[config.mk]
export PLATFORM = sky130hd
export DESIGN_NAME = dmem_arbiter
export DESIGN_NICKNAME = d
export VERILOG_FILES = /design/src/rtl/dmem_arbiter.sv
export SDC_FILE = /design/constraint.sdc
export NUM_CORES = 1
export LEC_CHECK = 0
export CAP_MARGIN = 20
export CORE_AREA = 4 4 89 91
export CTS_BUF_LIST = sky130_fd_sc_hd__clkbuf_8
export DETAILED_ROUTE_END_ITERATION = 10
export DIE_AREA = 0 0 93 95
export GPL_TIMING_DRIVEN = 0
export PLACE_DENSITY = 0.71
export REMOVE_ABC_BUFFERS = 1
export SETUP_SLACK_MARGIN = 0.1
export SYNTH_ARGS = -nofsm -noshare
export SYNTH_HDL_FRONTEND = slang
export SYNTH_SLANG_ARGS = --single-unit
[constraint.sdc]
create_clock -name clk -period 3.7 [get_ports clk]
set_clock_uncertainty 0.15 [all_clocks]
set_input_delay 0.37 -clock clk [delete_from_list [all_inputs] [get_ports clk]]
set_output_delay 0.37 -clock clk [all_outputs]
set_load 0.005 [all_outputs]
[src/rtl/dmem_arbiter.sv]
// dmem_arbiter: CPU/DMA arbiter for a shared single-port data memory (define DMEM_ARB_BURST_EN for DMA burst lock)
module dmem_arbiter #(
  parameter int ADDR_W    = 10,
  parameter int DATA_W    = 32,
  parameter int BURST_MAX = 4
) (
  input  logic              clk,
  input  logic              reset,
  input  logic              cpu_req,
  input  logic              cpu_we,
  input  logic [ADDR_W-1:0] cpu_addr,
  input  logic [DATA_W-1:0] cpu_wdata,
  output logic              cpu_gnt,
  output logic              cpu_stall,
  output logic              cpu_rvalid,
  output logic [DATA_W-1:0] cpu_rdata,
  input  logic              dma_req,
  input  logic              dma_we,
  input  logic [ADDR_W-1:0] dma_addr,
  input  logic [DATA_W-1:0] dma_wdata,
  output logic              dma_gnt,
  output logic              dma_rvalid,
  output logic [DATA_W-1:0] dma_rdata,
  output logic [ADDR_W-1:0] mem_addr,
  output logic [DATA_W-1:0] mem_din,
  output logic              mem_wen,
  output logic              mem_ren,
  input  logic [DATA_W-1:0] mem_dout
);
  typedef enum logic [1:0] {IDLE, CPU, DMA} state_t;
  state_t state, stateNext;
  logic rdPend, dmaLock;
  if (BURST_MAX < 1 || BURST_MAX > 15) begin : gBurstRange
    $error("dmem_arbiter: BURST_MAX must be in 1..15");
  end
`ifdef DMEM_ARB_BURST_EN
  localparam logic [3:0] BMAX = 4'(BURST_MAX);
  logic [3:0] bcnt, bcntNext;
  assign dmaLock = (state == DMA) && dma_req && (bcnt < BMAX);
  // Count DMA grants taken while the CPU waits; any break in contention restarts the count
  always_comb bcntNext = (cpu_gnt || !cpu_req || stateNext == IDLE) ? 4'd0 :
                         (dma_gnt && bcnt < BMAX) ? bcnt + 4'd1 : bcnt;
  // Burst counter register
  always_ff @(posedge clk or posedge reset)
    if (reset) bcnt <= 4'd0;
    else bcnt <= bcntNext;
`else
  assign dmaLock = 1'b0;
`endif
  // Arbitration, memory port steering, next owner and read-data return
  always_comb begin
    cpu_gnt    = !reset && cpu_req && !dmaLock;
    dma_gnt    = !reset && dma_req && (!cpu_req || dmaLock);
    cpu_stall  = !reset && cpu_req && !cpu_gnt;
    mem_addr   = cpu_gnt ? cpu_addr : dma_gnt ? dma_addr : '0;
    mem_din    = cpu_gnt ? cpu_wdata : dma_gnt ? dma_wdata : '0;
    mem_wen    = (cpu_gnt && cpu_we) || (dma_gnt && dma_we);
    mem_ren    = (cpu_gnt && !cpu_we) || (dma_gnt && !dma_we);
    stateNext  = cpu_gnt ? CPU : dma_gnt ? DMA : IDLE;
    cpu_rvalid = !reset && rdPend && state == CPU;
    dma_rvalid = !reset && rdPend && state == DMA;
    cpu_rdata  = cpu_rvalid ? mem_dout : '0;
    dma_rdata  = dma_rvalid ? mem_dout : '0;
  end
  // Last cycle's grant owner plus whether that access was a read; reset drops any read in flight
  always_ff @(posedge clk or posedge reset)
    if (reset) begin
      state  <= IDLE;
      rdPend <= 1'b0;
    end else begin
      state  <= stateNext;
      rdPend <= mem_ren;
    end
endmodule
### Word level (Yosys, flattened, before mapping)

Cells that the tools add are included.

| storage, ports and cells | value |
|---|---|
| bits in latches | 0 |
| output and inout bits | 113 |
| memories kept | 0 |
| bits in writable memories | 0 |
| register bits | 3 |
| bits in read-only memories | 0 |

| cells by class | value |
|---|---|
| divide/modulo/power cells | 0 |
| add/sub/neg operators | 0 |
| multiplexer cells | 8 |
| reduce and logical (&&, ||, !) cells | 16 |
| magnitude comparators | 0 |
| equality and inequality tests | 2 |
| multipliers | 0 |
| bitwise logic cells | 0 |
| shifts and indexed selects | 0 |

Operator list:

| operator | number |
|---|---|
| 32-bit 2-to-1 mux | 4 |
| 10-bit 2-to-1 mux | 2 |
| 1-bit logical AND | 10 |
| 1-bit zero test | 4 |
| 2-bit 2-to-1 mux | 2 |
| 2-bit by 1-bit == test with 1-bit output (second input constant) | 1 |
| 2-bit == test (second input constant) | 1 |
| 1-bit logical OR | 2 |

### Depth between registers and ports, before layout

| logic depth | value |
|---|---|
| depth after elaboration | 5 |
| mapped depth | 4 |
| mapped depth without buffers | 2 |

### Worst setup path before layout

No wires, ideal clock.

| timing path | value |
|---|---|
| path kind | input-to-output |
| start point | input dma_req |
| end point | output mem_din[10] |
| data arrival time | 1021 ps |
| slack | 2159 ps |
| buffers on the path | 2 |
| stages on the path | 3 |
| cells stage by stage | clkbuf_2 buf_1 a32o_1 |

| between the ends | value |
|---|---|
| word-level cells in the longest chain between the ends | 4 |

RTL lines:

| what | line | source |
|---|---|---|
| start, declared | 17 | `input logic dma_req,` |
| 1-bit logical AND (2 in a row) | 53 | `dma_gnt = !reset && dma_req && (!cpu_req \|\| dmaLock);` |
| 32-bit 2-to-1 mux (2 in a row) | 56 | `mem_din = cpu_gnt ? cpu_wdata : dma_gnt ? dma_wdata : '0;` |
| end, declared | 25 | `output logic [DATA_W-1:0] mem_din,` |

Every way passes these cells.

### Worst setup path in the final report

| timing path | value |
|---|---|
| start point | input reset |
| end point | output mem_addr[7] |

| between the ends | value |
|---|---|
| word-level cells in the longest chain between the ends | 5 |

RTL lines:

| what | line | source |
|---|---|---|
| start, declared | 8 | `input logic reset,` |
| 1-bit zero test * | 52, 53 |  |
| 1-bit logical AND (2 in a row) | 53 |  |
| 10-bit 2-to-1 mux | 55 | `mem_addr = cpu_gnt ? cpu_addr : dma_gnt ? dma_addr : '0;` |
| 10-bit 2-to-1 mux * | 55 |  |
| end, declared | 24 | `output logic [ADDR_W-1:0] mem_addr,` |

Mark *: on every way between the ends. The rest lies on a longest branch, timed or not.

==> impl_results.md <==
- Slew Viols, Final: 0
- Outcome: finished clean
- Buffers & Inverters on Critical Path: 2
- Final setup TNS: 0 ps
- Fraction of layout cells with a size suffix above 1: 0.02507
- Top Usage Layer GRT: met2
- Clk slew on worst S/H paths: ~30 ps
- Hold Buf Count CTS: 0
- Slowest stage delay, CP: 830 ps
- RD Place Congestion: ~0.75
- Fill count: 703
- Most frequent cell after synthesis: and2_1
- Synth top area share: 0.3773
- Slew HR: 0.3349
- Hold Slack: around 390 ps
- Io pins: ~240
- Asr flop ratio synth: 1.000
- Sink Count: 3
- Synth top cells by count: 66 x and2_1, 44 x a32o_1, 11 x buf_6
- # DRC: 0
- Cell taking the most area after synthesis: a32o_1
- CP Max Fanout: 46
- Seq/Total Area, Yosys: 0.06431
- # diodes: 0
- Die W: about 93 um
- Cell repeated most along the worst path: clkdlybuf4s50_1
- GRT Overall Usage: 0.1437
- Final Cycle Share: 0.8522
- CTS H-tree depth: 1
- Vias/cell: 4.437
- XOR/XNOR Fraction of Synth Area: 0
- Number of buffers added on ports: 233
- YS warnings: 0
- Number of gates resized after cts: 0
- Grt ovf: 0
- Largest net degree at the start of global routing: 47
- EDFF count, synth: 0
- Slowest cell on crit path: nor2_4
- CTS Root Cell: clkbuf_8
- Most used DFF post-synth: dfrtp_1
- Wirelength per Cell: between 15 and 20 um
- Core Util, Final: 0.4928
- RSZ-0062 raised after global routing: no
- Req. time, crit path: ~3200 ps
- Area of the die: around 0.0088 mm2
- CP endpoint kind: output port
- Leakage: 1.267 nW
- Delay-heaviest family, CP: buffers and inverters
- Maximum root-to-sink buffer count: 2
- Initial antenna violation count: 0
- Worst IR Drop VDD: roughly 0.000091 V
- Initial DRT Pass Iterations: 4
- Largest family of logic cells by synthesized area: simple AND/OR/NAND/NOR gates
- Via count: between 2000 and 2500
- Cells after Synth: ~140
- DR iter-0 viols: between 40 and 50
- Initial Util: 0.1636
- Met1 Use GR: 0.1473
- Core Footprint: 0.007137 mm2
- CTS buffer count: 3
- Synth Area in Simple Gates: 0.3966
- Fin. Hold Viols: 0
- Netlist Area Pre-Place: between 0.001 and 0.0015 mm2
- Rows: 31
- Post-Route WL: around 7.3 mm
- Final Cell Area: between 0.003 and 0.004 mm2
- Setup Fix Bufs, Post-CTS: 0
- F_max: 317.2 MHz
- Setup-failing EPs final: 0
- Tightest Pin Transition: roughly 1000 ps
- Worst hold-check path type: primary input to async pin
- Area grow syn2layout: 201.3%
- Tmin final: between 3000 and 4000 ps
- Post-synthesis mux area share: 0
- Synth Register Bits: 3
- Vias in the first global route: 2050
- First-pass GRT wire length: ~10 mm
- Library cells used by synthesis: 14
- Avg Inst Size Synth: between 8 and 9 um2
- Power per cell area: around 110 mW/mm2
- CTS tree: yes
- Total Power: about 0.0004 W
- Synth area leaders: a32o_1 38%, and2_1 35%, buf_6 11%, dfrtp_1 6.4%, and4bb_4 2.8%
- Post-synthesis adder-cell area fraction: 0
- Detailed placer's ending HPWL: about 6.2 mm
- Met2 Track Usage GR: 0.2741
- CP Launch Type: primary input
- MaxCap Viol Count: 0
- Crit Path Class: primary input to output port
- Met3 usage: 0.05020
- DP Area: 0.003472 mm2
- DIE HEIGHT: between 90 and 100 um
- NumNets Final: between 400 and 500
- CP arrival: 2630 ps
- Cell-by-cell trace of the critical path: clkdlybuf4s50_1 -> nor2_4 -> a32o_1 -> clkdlybuf4s50_1
- Complex-gate fraction of the synthesized area: 0.3773
- Routed Antenna Nets: 0
state kept, by name (all words and copies together), names as in the netlist:
signal,flops
state,2
rdPend,1
metrics by stage:
step | std cells | worst slack (ps)
2_1_floorplan | 121 | 957.2
3_3_place_gp | 453 | -851.9
3_5_place_dp | 454 | 552.2
4_1_cts | 458 | 522.5
5_1_grt | 458 | 422.5
6_report | 458 | 547.0
logic make-up (layout without fill, tap and decap cells):
group	Yosys count	count (layout)
AOI/OAI and AO/OA	44	44
buffers and inverters	24	241
DFF	3	3
other	1	1
and+or+nand+nor	70	70
cell usage in the layout, fill, tap and decap left out:
cell	instances
clkdlybuf4s50_1	232
and2_1	66
a32o_1	44
inv_1	4
clkbuf_8	3
dfrtp_1	3
and4bb_4	2
nor2b_4	1
nor2_4	1
conb_1	1
buf_2	1
buf_12	1
cell type report:
cell class	instances	area (um2)	area share
sequential	3	75.07	0.02134
timing repair buffer	234	2347	0.6674
clock buffer	3	41.29	0.01174
multi-input combinational	115	914.6	0.2600
clock inverter	1	3.754	0.001067
tap	99	123.9	0.03522
inverter	3	11.26	0.003202
how the worst max path moves through the flow:
| stage | start | to | slack (ps) | cells past startpoint |
|---|---|---|---|---|
| detailed placement | reset | mem_addr[7] | 550 | 4 |
| global route | reset | mem_addr[7] | 420 | 4 |
| CTS | reset | mem_addr[7] | 520 | 4 |
| floorplan | reset | mem_ren | 960 | 2 |
| global placement | cpu_req | mem_addr[7] | -850 | 4 |
| finish | reset | mem_addr[7] | 550 | 4 |
where the power goes:
| group | internal [W] | switching [W] | leakage (nW) | total, W |
|---|---|---|---|---|
| clock network | 0.0000705 | 0.0000198 | 0.0269 | 0.0000902 |
| registers | 0.0000347 | 0.000000722 | 0.0395 | 0.0000354 |
| logic | 0.000193 | 0.0000778 | 1.20 | 0.000271 |
| total | 0.000298 | 0.0000983 | 1.27 | 0.000397 |
routing by layer:
layer	part of all wire	routed length [um]
met2	0.50	3673
met5	0	0
met1	0.34	2483
met4	0.023	165
met3	0.14	995
(Power assumes the default switching activity.)
